<file path="src/rtl/tlc_pkg.sv">
// Shared types and constants for the fixed-time traffic light controller.
// Holds the phase enum, lamp encodings and timer sizing helpers.
package tlc_pkg;

    typedef enum logic [2:0] {
        NS_GREEN  = 3'd0,
        NS_YELLOW = 3'd1,
        ALLRED_1  = 3'd2,
        EW_GREEN  = 3'd3,
        EW_YELLOW = 3'd4,
        ALLRED_2  = 3'd5
    } state_t;

    localparam logic [2:0] RED    = 3'b100;
    localparam logic [2:0] YELLOW = 3'b010;
    localparam logic [2:0] GREEN  = 3'b001;

    function automatic int max3(input int a, input int b, input int c);
        int m;
        m = (a > b) ? a : b;
        return (m > c) ? m : c;
    endfunction

    // Bits needed to count 0 .. n-1, never less than one.
    function automatic int cnt_width(input int n);
        return (n <= 1) ? 1 : $clog2(n);
    endfunction

endpackage

</file>
<file path="src/rtl/tlc_phase_timer.sv">
// Phase timer: restarts at zero whenever the controller changes phase
// and flags the last cycle of the current phase.
module tlc_phase_timer #(
    parameter int W = 3
) (
    input  logic         clk,
    input  logic         reset,
    input  logic         i_load,
    input  logic [W-1:0] i_last,
    output logic         o_done
);

    logic [W-1:0] r_count;

    always_ff @(posedge clk or negedge reset) begin
        if (!reset) begin
            r_count <= '0;
        end else if (i_load) begin
            r_count <= '0;
        end else begin
            r_count <= r_count + 1'b1;
        end
    end

    assign o_done = (r_count == i_last);

endmodule

</file>
<file path="src/rtl/traffic_light_controller.sv">
// Fixed-time two-way intersection controller (Moore FSM).
// Phase order: NS green, NS yellow, all-red, EW green, EW yellow, all-red.
module traffic_light_controller
    import tlc_pkg::*;
#(
    parameter int GREEN_CYCLES  = 5,
    parameter int YELLOW_CYCLES = 2,
    parameter int ALLRED_CYCLES = 1
) (
    input  logic       clk,
    input  logic       reset,
    output logic [2:0] NS_light,
    output logic [2:0] EW_light
);

    localparam int MAXC = max3(GREEN_CYCLES, YELLOW_CYCLES, ALLRED_CYCLES);
    localparam int W    = cnt_width(MAXC);

    localparam logic [W-1:0] G_LAST = W'(GREEN_CYCLES - 1);
    localparam logic [W-1:0] Y_LAST = W'(YELLOW_CYCLES - 1);
    localparam logic [W-1:0] A_LAST = W'(ALLRED_CYCLES - 1);

    state_t         r_state;
    state_t         w_next;
    logic [W-1:0]   w_last;
    logic           w_done;
    logic           w_load;

    always_ff @(posedge clk or negedge reset) begin
        if (!reset) begin
            r_state <= NS_GREEN;
        end else begin
            r_state <= w_next;
        end
    end

    always_comb begin
        w_next = r_state;
        w_last = '0;
        case (r_state)
            NS_GREEN: begin
                w_last = G_LAST;
                if (w_done) w_next = NS_YELLOW;
            end
            NS_YELLOW: begin
                w_last = Y_LAST;
                if (w_done) w_next = ALLRED_1;
            end
            ALLRED_1: begin
                w_last = A_LAST;
                if (w_done) w_next = EW_GREEN;
            end
            EW_GREEN: begin
                w_last = G_LAST;
                if (w_done) w_next = EW_YELLOW;
            end
            EW_YELLOW: begin
                w_last = Y_LAST;
                if (w_done) w_next = ALLRED_2;
            end
            ALLRED_2: begin
                w_last = A_LAST;
                if (w_done) w_next = NS_GREEN;
            end
            // Corrupted encodings recover through the clearance phase.
            default: w_next = ALLRED_2;
        endcase
    end

    // Every phase hands off to a different phase, so any change restarts the timer.
    assign w_load = (w_next != r_state);

    tlc_phase_timer #(
        .W(W)
    ) u_timer (
        .clk   (clk),
        .reset (reset),
        .i_load(w_load),
        .i_last(w_last),
        .o_done(w_done)
    );

    always_comb begin
        NS_light = RED;
        EW_light = RED;
        case (r_state)
            NS_GREEN:  NS_light = GREEN;
            NS_YELLOW: NS_light = YELLOW;
            EW_GREEN:  EW_light = GREEN;
            EW_YELLOW: EW_light = YELLOW;
            default: begin
                NS_light = RED;
                EW_light = RED;
            end
        endcase
    end

endmodule

</file>
<file path="config.mk">
export PLATFORM = sky130hd
export DESIGN_NAME = traffic_light_controller
export DESIGN_NICKNAME = d
export VERILOG_FILES = /design/src/rtl/tlc_pkg.sv /design/src/rtl/tlc_phase_timer.sv /design/src/rtl/traffic_light_controller.sv
export SDC_FILE = /design/constraint.sdc
export NUM_CORES = 1
export LEC_CHECK = 0
export ABC_CLOCK_PERIOD_IN_PS = 1200
export CORE_AREA = 2 2 39 41
export CTS_BUF_LIST = sky130_fd_sc_hd__clkbuf_8
export DETAILED_ROUTE_END_ITERATION = 6
export DIE_AREA = 0 0 41 43
export DONT_BUFFER_PORTS = 1
export PLACE_DENSITY = 0.55
export REMOVE_ABC_BUFFERS = 1
export SKIP_LAST_GASP = 1
export SYNTH_ARGS = -nofsm -noshare
export SYNTH_HDL_FRONTEND = slang
export SYNTH_SLANG_ARGS = --single-unit
</file>
<file path="constraint.sdc">
create_clock -name clk -period 1.2 [get_ports clk]
set_input_delay 0.18 -clock clk [delete_from_list [all_inputs] [get_ports clk]]
set_output_delay 0.18 -clock clk [all_outputs]
set_load 0.01 [all_outputs]
</file>
Word-level counts from Yosys, hierarchy flattened
Index checks and enable logic that the tools add are counted.
Word-level totals
  output and inout bits: 6
  input port bits: 2
  bits in read-only memories: 0
  register bits after elaboration: 6
  logic and storage cells: 24
  RAM bits: 0
  memories kept: 0
  latch bits: 0
Cells by class
  shift operators: 0
  reduce and logical (&&, ||, !) cells: 3
  order comparisons: 0
  multiply operators: 0
  muxes and demuxes: 11
  equality and inequality tests: 7
  divide/modulo/power cells: 0
  add/subtract/negate cells: 1
  bitwise gates (word level): 0
Operator list (count)
  $mux W3: 7
  $pmux W3 S2: 3
  $pmux W3 S6: 1
  $eq A3 B2 Y1 const B: 2
  $eq A3 B3 Y1 const B: 2
  $reduce_or A2 Y1: 2
  $add A3 B1 Y3 const B: 1
  $eq A3 B1 Y1 const B: 1
  $eq A3 B3 Y1: 1
  $logic_not A3 Y1: 1
  $ne A3 B3 Y1: 1

Logic depth before layout (Yosys ltp)
Gate-level depths: netlist of the first run.
  word-level depth: 8
  depth in mapped cells: 5
  depth with buffers taken out: 4

By module
From an unflattened synthesis of the first run, not the netlist that was laid out.
Unflattened totals
  cell total of the unflattened synthesis: 36
  area total of the unflattened synthesis: 366.6 um^2
By module, submodules not included
  traffic_light_controller: cells each 24, sequential area each 75.1 um^2, times used 1, area an instance 220.2 um^2
  tlc_phase_timer: cells each 12, sequential area each 75.1 um^2, times used 1, area an instance 146.4 um^2

Least setup slack after synthesis of the first run
Ideal clock, no wire load.
  path type: reg-to-reg
  start: register r_state[1]
  end: register u_timer.r_count[2]
  data required time: 1.069 ns
  setup time: 0.131 ns
  buffers on the path: 1
  data arrival time: 1.215 ns
  clock period less this slack: 1.346 ns
  stages on the path, launching flop included: 6
  path slack: -0.146 ns
  cells stage by stage: dfrtp_1 -> clkbuf_8 -> nor3_1 -> o211ai_1 -> o311ai_2 -> nor2_1
Between the ends
  word-level cells in the longest chain between the ends: 8
  elaborated cells between the ends (all ways): 19
  those cells by class: eq/ne (7); mux (9); reduce/logical (3)
RTL lines
  start: declaration: line traffic_light_controller.sv:23  | state_t r_state;
  start signal: assignment: line traffic_light_controller.sv:33  | r_state <= w_next;
  $eq A3 B3 Y1 (tied with other cells): line traffic_light_controller.sv:40  | case (r_state)
  $reduce_or A2 Y1 (no source line)
  $pmux W3 S2: line traffic_light_controller.sv:40
  $eq A3 B3 Y1: line tlc_phase_timer.sv:25  | assign o_done = (r_count == i_last);
  $mux W3 (tied with other cells): line traffic_light_controller.sv:63  | if (w_done) w_next = NS_GREEN;
  $pmux W3 S6: line traffic_light_controller.sv:40
  $ne A3 B3 Y1 *: line traffic_light_controller.sv:71  | assign w_load = (w_next != r_state);
  $mux W3 *: line tlc_phase_timer.sv:18  | end else if (i_load) begin
  end signal: assignment: line tlc_phase_timer.sv:21  | r_count <= r_count + 1'b1;
  end: declaration: line tlc_phase_timer.sv:13  | logic [W-1:0] r_count;
Mark *: on every way between the ends. The rest lies on a longest branch, timed or not.

Worst setup path in the final report of the first run
  start: register r_state[2]
  end: output NS_light[0]
Between the ends
  word-level cells in the longest chain between the ends: 2
  elaborated cells between the ends (all ways): 3
  those cells by class: eq/ne (1); mux (1); reduce/logical (1)
RTL lines
  $eq A3 B1 Y1 or $logic_not A3 Y1 (tied branches): line traffic_light_controller.sv:86  | case (r_state)
  $pmux W3 S2 *: line traffic_light_controller.sv:86
  end: declaration: line traffic_light_controller.sv:12  | output logic [2:0] NS_light,
Marks and branches as above.

==> results of run 1 <==
[power groups by stage]
| stage | combinational (mW) | sequential (mW) | clock [mW] |
|---|---|---|---|
| floorplan | 0.000000111 | 0.206 | 0 |
| global placement | 0.000000197 | 0.206 | 0 |
| detailed placement | 0.000000197 | 0.206 | 0 |
| CTS | 0.00602 | 0.204 | 0.293 |
| global route | 0.00678 | 0.203 | 0.304 |
| finish | 0.00578 | 0.204 | 0.288 |
[cell families after synthesis]
logic type | after synthesis | share of synthesized area, %
AO/OA/AOI/OAI | 13 | 23.0
XOR/XNOR | 2 | 3.93
adder cells (fa/ha/maj) | 1 | 2.81
buffers and inverters | 7 | 12.1
flip-flops | 6 | 33.7
multiplexers | 1 | 3.37
AND/OR/NAND/NOR | 17 | 21.1
[metal layers]
layer  vias up  track usage (%)  part of all wire, %  wire, um
met5         -                0                    0         0
met3         0             3.14                  2.8        28
met2         7             23.1                   54       540
li1        218                -                    -         -
met4         0             4.00                    0         0
met1       204             18.0                   43       426
[worst min-delay path by stage]
stage | from | end | slack [ns] | cells after the start
after floorplan | reset | r_state[0] | -0.12 | 0
after global placement | reset | r_state[2] | -0.12 | 0
after detailed placement | reset | r_state[2] | -0.12 | 0
after CTS | reset | u_timer.r_count[2] | 0.28 | 1
after global routing | reset | r_state[1] | 0.30 | 1
final | reset | u_timer.r_count[2] | 0.27 | 1
[state kept, by name, indices dropped and copies added (netlist names)]
register,cells
u_timer.r_count,3
r_state,3
[cell usage in the layout (no fill, tap or decap)]
master,n
a22oi_2,1
buf_4,16
o22a_1,1
dfrtp_1,3
nor2_2,1
a21oi_1,1
nor3b_2,1
nor2_1,5
inv_1,3
or2_4,1
dfrtp_2,3
nand2_1,2
ha_1,1
buf_12,1
nor3_4,1
o211ai_1,1
xnor2_1,1
nor3b_4,1
o311ai_2,1
and4bb_4,1
nor2_4,2
a21o_2,1
mux2_4,1
a2bb2oi_1,1
dlygate4sd3_1,1
inv_2,1
o21ai_0,1
xor2_1,1
o21ai_1,2
buf_6,8
a211oi_2,1
a31oi_1,2
and2_4,1
nor2b_4,1
clkbuf_8,3
[cell type report]
class / count / area [um^2]
Fill cell: 126 / 611
Clock buffer: 3 / 41.3
Inverter: 4 / 15.0
Tap cell: 16 / 20.0
Sequential cell: 6 / 154
Multi-Input combinational cell: 34 / 303
Timing Repair Buffer: 26 / 240
[repair_timing]
item	CTS	global route
setup buffers	8	1
pin swaps	7	5
gates resized for setup	23	6
hold buffers	1	0
setup endpoints to repair	11	12
gates cloned	0	0
hold endpoints to repair	6	0
[stage by stage]
stage / worst slack, ns / std cells / power [mW]
3_5_place_dp: -0.134 / 77 / 0.206
6_report: -0.161 / 89 / 0.497
4_1_cts: -0.152 / 88 / 0.503
5_1_grt: -0.196 / 89 / 0.514
2_1_floorplan: -0.129 / 44 / 0.206
3_3_place_gp: -0.114 / 77 / 0.206
==> impl_metrics.csv, run 1 <==
group,metric,value,unit
pwr,p_comb_share,1.2,%
logic_synthesis,synth_largest_area_cell,"dfrtp_1",
final_layout,drive_above_1_share,64.4,%
critical_path,crit_type,"flip-flop to primary output",
place,place_area,554,um^2
grt,track_usage,14.2,%
critical_path,arrival,1.18,ns
final_layout,antennaDiodeCount,0,
critical_path,cpLargestDelayFamily,"flip-flops",
place,numPortBuffers,0,
timing,fin_crit_sh,113,%
clock_network,worstSkewPairLatency,0.21,ns
grt,grt_start_max_net_pins,7,
detailed_routing,ant_nets,0,
detailed_routing,drt_iter0_drc,11,
logic_synthesis,netlist_instances,47,
clock_network,cts_sinks,6,
detailed_routing,dr.pass1.iters,6,
die,fp.dieW,41,um
place,gp_congestion,0.681,
pwr,p_int,420,uW
logic_synthesis,synthesis.area,445,um^2
final_layout,fin_nets,78,
timing,finClkSkew,0.00165,ns
die,rows,14,
logic_synthesis,seq_area_frac_synth,33.7,%
timing,timing.final.hold_violations,0,
critical_path,max_stage_delay,0.43,ns
timing,slew_violations,0,
critical_path,worstSetupEndpoint,"NS_light[0]",
clock_network,cts_made_buffers,3,
timing,fin_ws,-0.161,ns
logic_synthesis,ys_ff_latch,6,
critical_path,path_cells,"buf_6 > nor3_4 > buf_4 > buf_6",
critical_path,cp_num_buf_inv,3,
clock_network,htreeDepth,1,
critical_path,worstSetupStartpointType,"flip-flop",
final_layout,final_util,55.9,%
timing,fin_hold_ws,0.273,ns
final_layout,area_growth,73.6,%
timing,setup_viol,10,
logic_synthesis,synth_cell_type_count,26,
pwr,p_sw,77.1,uW
die,floorplan.die_area,1760,um^2
grt,grt-ovfl-total,0,
critical_path,end_kind,"primary output",
logic_synthesis,synth_edf_count,0,
clock_network,cts_tree,"done",
hold_path,hold_class,"input port to asynchronous set/reset pin",
logic_synthesis,ys_warn_count,0,
pwr,p_per_area,643,nW/um^2
grt,grt_first_pass_wirelength,1730,um
final_layout,design_area,773,um^2
detailed_routing,routedWlPerCell,11.2,um
pwr,seq_power_share,40.9,%
logic_synthesis,synth.most_common_cell,"nor2_1",
critical_path,regToRegSetupSlack,-0.09,ns
timing,worst_pin_slew,0.301,ns
clock_network,cts.path.max_buffers,2,
critical_path,crit_fanout,4,
timing,fmax,735,MHz
timing,setup_tns,-0.938,ns
run_status,status,"finished with violations",
die,start_util,32.2,%
critical_path,crit_path_start,"r_state[2]",
place,hpwl,700,um
critical_path,critPathRequiredTime,1.02,ns
pwr,p_leak,0.354,nW
detailed_routing,vias_per_cell,4.82,
timing,fin_crit,1.36,ns
critical_path,cp_slowest_cell,"dfrtp_2",
critical_path,reg2reg_from,"r_state[2]",
die,fp.coreArea,1380,um^2
run_status,violations,"negative setup slack",
detailed_routing,routed_wl,996,um
timing,rsz0062_at_grt,"true",
detailed_routing,drc,0,
detailed_routing,vias,429,
pwr,clock_power_share,57.9,%
clock_network,cts-root-buf,"clkbuf_8",
logic_synthesis,yosys-top-cells-area,"dfrtp_1 (34%), nor2_1 (6.7%), clkbuf_8 (6.2%), and4bb_4 (3.7%), o311ai_2 (3.7%)",
critical_path,ff2ff_path_depth,6,
critical_path,critPathMostFrequentCell,"buf_6",
critical_path,regToRegEndpoint,"u_timer.r_count[0]",
critical_path,crit_cells,4,
die,die_y,43,um
pwr,irDropWorstVdd,0.763,mV
pwr,netSwitchingFraction,15.5,%
die,io_pins,8,
timing,slew_headroom,79.9,%
logic_synthesis,netlist.area_leader.share,33.7,%
logic_synthesis,synth_ff_type,"dfrtp_1",
clock_network,path_clk_slew,0.04,ns
logic_synthesis,synth_common_cells,"nor2_1 (8), dfrtp_1 (6), inv_1 (4)",
logic_synthesis,syn_avg_cell_area,9.48,um^2
flow_run,cap_violations,0,
grt,grt_pass1_vias,427,
logic_synthesis,synthArstFlopShare,100,%
grt,antenna_found_initial,0,
No activity file was read; power rests on OpenSTA's default activity.
==> inputs of run 2 (changes only) <==
--- a/config.mk
+++ b/config.mk
@@ -11,9 +11,10 @@
 export DETAILED_ROUTE_END_ITERATION = 6
 export DIE_AREA = 0 0 41 43
 export DONT_BUFFER_PORTS = 1
-export PLACE_DENSITY = 0.55
+export PLACE_DENSITY = 0.48
 export REMOVE_ABC_BUFFERS = 1
 export SKIP_LAST_GASP = 1
 export SYNTH_ARGS = -nofsm -noshare
 export SYNTH_HDL_FRONTEND = slang
+export SYNTH_HIERARCHICAL = 1
 export SYNTH_SLANG_ARGS = --single-unit
==> run 2 against run 1 <==
Effect of this change:
- the flow still finishes with violations (negative setup slack)
- critical path depth grew 2
- cell count decreased by 20%
- sequential share of layout area rose by 4.7 points
- area after synthesis down 18%
- critical path type is now flip-flop to flip-flop
- largest cell class unchanged
==> impl_metrics.csv, run 2 <==
group,metric,value,unit
pwr,seq_power_share,18.6,%
die,start_util,26.5,%
critical_path,crit_type,"flip-flop to flip-flop",
critical_path,max_stage_delay,0.40,ns
critical_path,cpLargestDelayFamily,"simple AND/OR/NAND/NOR gates",
logic_synthesis,synth_cell_type_count,18,
clock_network,htreeDepth,1,
timing,fmax,641,MHz
grt,grt_first_pass_wirelength,1280,um
die,io_pins,8,
clock_network,cts_sinks,6,
timing,fin_ws,-0.361,ns
pwr,p_comb_share,66.2,%
logic_synthesis,netlist_instances,36,
critical_path,critPathRequiredTime,1.31,ns
final_layout,reg_top3,"r_state (3), u_timer/r_count (3)",
final_layout,antennaDiodeCount,0,
logic_synthesis,synthArstFlopShare,100,%
logic_synthesis,synth.most_common_cell,"nor2_1",
flow_run,cap_violations,0,
final_layout,design_area,609,um^2
detailed_routing,vias_per_cell,4.27,
pwr,clock_power_share,15.2,%
clock_network,cts.path.max_buffers,2,
logic_synthesis,ys_ff_latch,6,
logic_synthesis,syn_avg_cell_area,10.2,um^2
final_layout,regArea,150,um^2
die,floorplan.die_area,1760,um^2
pwr,finalPower,2.03,mW
clock_network,cts_tree,"done",
run_status,violations,"negative setup slack",
final_layout,num-fill-cells,134,
logic_synthesis,synth_edf_count,0,
grt,grt_pass1_vias,314,
logic_synthesis,ys_warn_count,6,
pwr,p_leak,0.301,nW
detailed_routing,routedWlPerCell,11.3,um
detailed_routing,routed_wl,801,um
timing,fin_hold_ws,0.268,ns
clock_network,cts-root-buf,"clkbuf_8",
pwr,netSwitchingFraction,37.8,%
timing,fin_crit,1.56,ns
place,gp_congestion,0.754,
timing,finClkSkew,0.000555,ns
logic_synthesis,synth_common_cells,"nor2_1 (7), dfrtp_1 (6), xor2_1 (4)",
clock_network,path_clk_slew,0.04,ns
place,numPortBuffers,0,
final_layout,layout_common_cells,"buf_4 (11), dfrtp_1 (6), buf_6 (5)",
detailed_routing,drc,0,
die,die_y,43,um
place,place_area,465,um^2
critical_path,crit_cells,6,
logic_synthesis,seq_area_frac_synth,41.0,%
logic_synthesis,yosys-top-cells-area,"dfrtp_1 (41%), xor2_1 (9.6%), nor2_1 (7.2%), xnor2_1 (7.2%), mux2_4 (4.1%)",
die,fp.dieW,41,um
die,rows,14,
grt,antenna_found_initial,0,
logic_synthesis,netlist.area_leader.share,41.0,%
critical_path,cp_slowest_cell,"dfrtp_1",
timing,rsz0062_at_grt,"true",
pwr,p_int,1.26,mW
grt,grt_start_max_net_pins,8,
clock_network,cts_made_buffers,3,
place,hpwl,568,um
final_layout,final_common_cell,"buf_4",
clock_network,worstSkewPairLatency,0.23,ns
final_layout,fin_nets,60,
hold_path,hold_class,"input port to asynchronous set/reset pin",
final_layout,area_growth,66.2,%
timing,setup_viol,12,
final_layout,multi_input_area,243,um^2
grt,track_usage,11.3,%
logic_synthesis,synthesis.area,367,um^2
pwr,p_per_area,3340,nW/um^2
detailed_routing,ant_nets,0,
detailed_routing,dr.pass1.iters,2,
logic_synthesis,synth_ff_type,"dfrtp_1",
pwr,p_sw,768,uW
critical_path,worstSetupStartpointType,"flip-flop",
critical_path,arrival,1.67,ns
critical_path,end_kind,"flip-flop",
pwr,irDropWorstVdd,1.20,mV
critical_path,path_cells,"xnor2_1 > nor2_1 > xor2_1 > nor3_2 > nand2_2 > mux2_4",
detailed_routing,drt_iter0_drc,3,
critical_path,ff2ff_path_depth,6,
logic_synthesis,synth_largest_area_cell,"dfrtp_1",
timing,fin_crit_sh,130,%
timing,slew_violations,0,
final_layout,drive_above_1_share,56.4,%
critical_path,cp_num_buf_inv,0,
timing,timing.final.hold_violations,0,
die,fp.coreArea,1380,um^2
detailed_routing,vias,303,
critical_path,crit_fanout,3,
run_status,status,"finished with violations",
grt,grt-ovfl-total,0,
run 2: changes by cell type after synthesis, moves of 2 or more:
cell      before  now
clkbuf_8       2    0
xor2_1         1    4
nor3b_1        2    0
o21ai_0        3    0
nand2b_1       0    2
a31oi_1        2    0
xnor2_1        1    3
inv_1          4    1
run 2: power by group through the flow:
| stage | logic, mW | registers, mW | clock network, mW |
|---|---|---|---|
| final | 1.35 | 0.378 | 0.310 |
| after global routing | 1.47 | 0.390 | 0.329 |
| after CTS | 1.31 | 0.378 | 0.313 |
| after detailed placement | 0.995 | 0.386 | 0 |
| after global placement | 0.955 | 0.381 | 0 |
| after floorplan | 0.587 | 0.415 | 0 |
run 2: final timing paths:
| kind | from | endpoint | slack (ns) |
|---|---|---|---|
| max in group asynchronous | reset | r_state[0] | 0.71 |
| worst min-delay path | reset | u_timer/r_count[2] | 0.27 |
| worst max-delay path | r_state[0] | r_state[2] | -0.36 |
| worst min register to register | u_timer/r_count[0] | u_timer/r_count[0] | 0.54 |
| min in group clk | u_timer/r_count[0] | u_timer/r_count[0] | 0.54 |
| worst max register to register | r_state[0] | r_state[2] | -0.36 |
run 2: final cells by class:
| cell class | count | area share, % |
|---|---|---|
| tap | 16 | 3.29 |
| multi-input combinational | 28 | 39.8 |
| sequential | 6 | 24.6 |
| inverter | 1 | 1.03 |
| clock buffer | 3 | 6.78 |
| timing repair buffer | 17 | 24.4 |
run 2: metal layers:
layer | up-vias | part of all wire [%] | global-route usage, %
met5 | - | 0 | 0
met4 | 0 | 3.1 | 10.0
met3 | 2 | 2.1 | 3.14
met2 | 3 | 57 | 16.9
met1 | 148 | 38 | 12.3
li1 | 150 | - | -
run 2: what timing repair did:
action                     in CTS  in global routing
pin swaps                       6                  3
setup endpoints to repair      12                 12
setup buffers                   4                  3
hold endpoints to repair        6                  0
hold buffers                    1                  0
resized for setup              13                  5
run 2: metrics by stage:
| step | util (%) | cells | setup WS (ns) | TNS [ns] |
|---|---|---|---|---|
| after floorplan | - | 35 | -0.410 | -1.51 |
| after global placement | 33.6 | 63 | -0.314 | -1.63 |
| after detailed placement | 33.6 | 63 | -0.369 | -1.92 |
| after CTS | 43.7 | 71 | -0.335 | -3.36 |
| after global routing | 44.0 | 71 | -0.416 | -4.24 |
| final | 44.0 | 71 | -0.361 | -3.60 |
run 2: kinds of logic (layout without fill, tap and decap cells):
| kind of cell | count (synthesis) | after routing | synth area share, % |
|---|---|---|---|
| XOR/XNOR | 7 | 7 | 16.7 |
| adder cells (fa/ha/maj) | 1 | 1 | 3.41 |
| buffers and inverters | 2 | 21 | 4.09 |
| flip-flops | 6 | 6 | 41.0 |
| multiplexers | 2 | 2 | 6.82 |
| other | 1 | 1 | 1.02 |
| AND/OR/NAND/NOR | 17 | 17 | 27.0 |
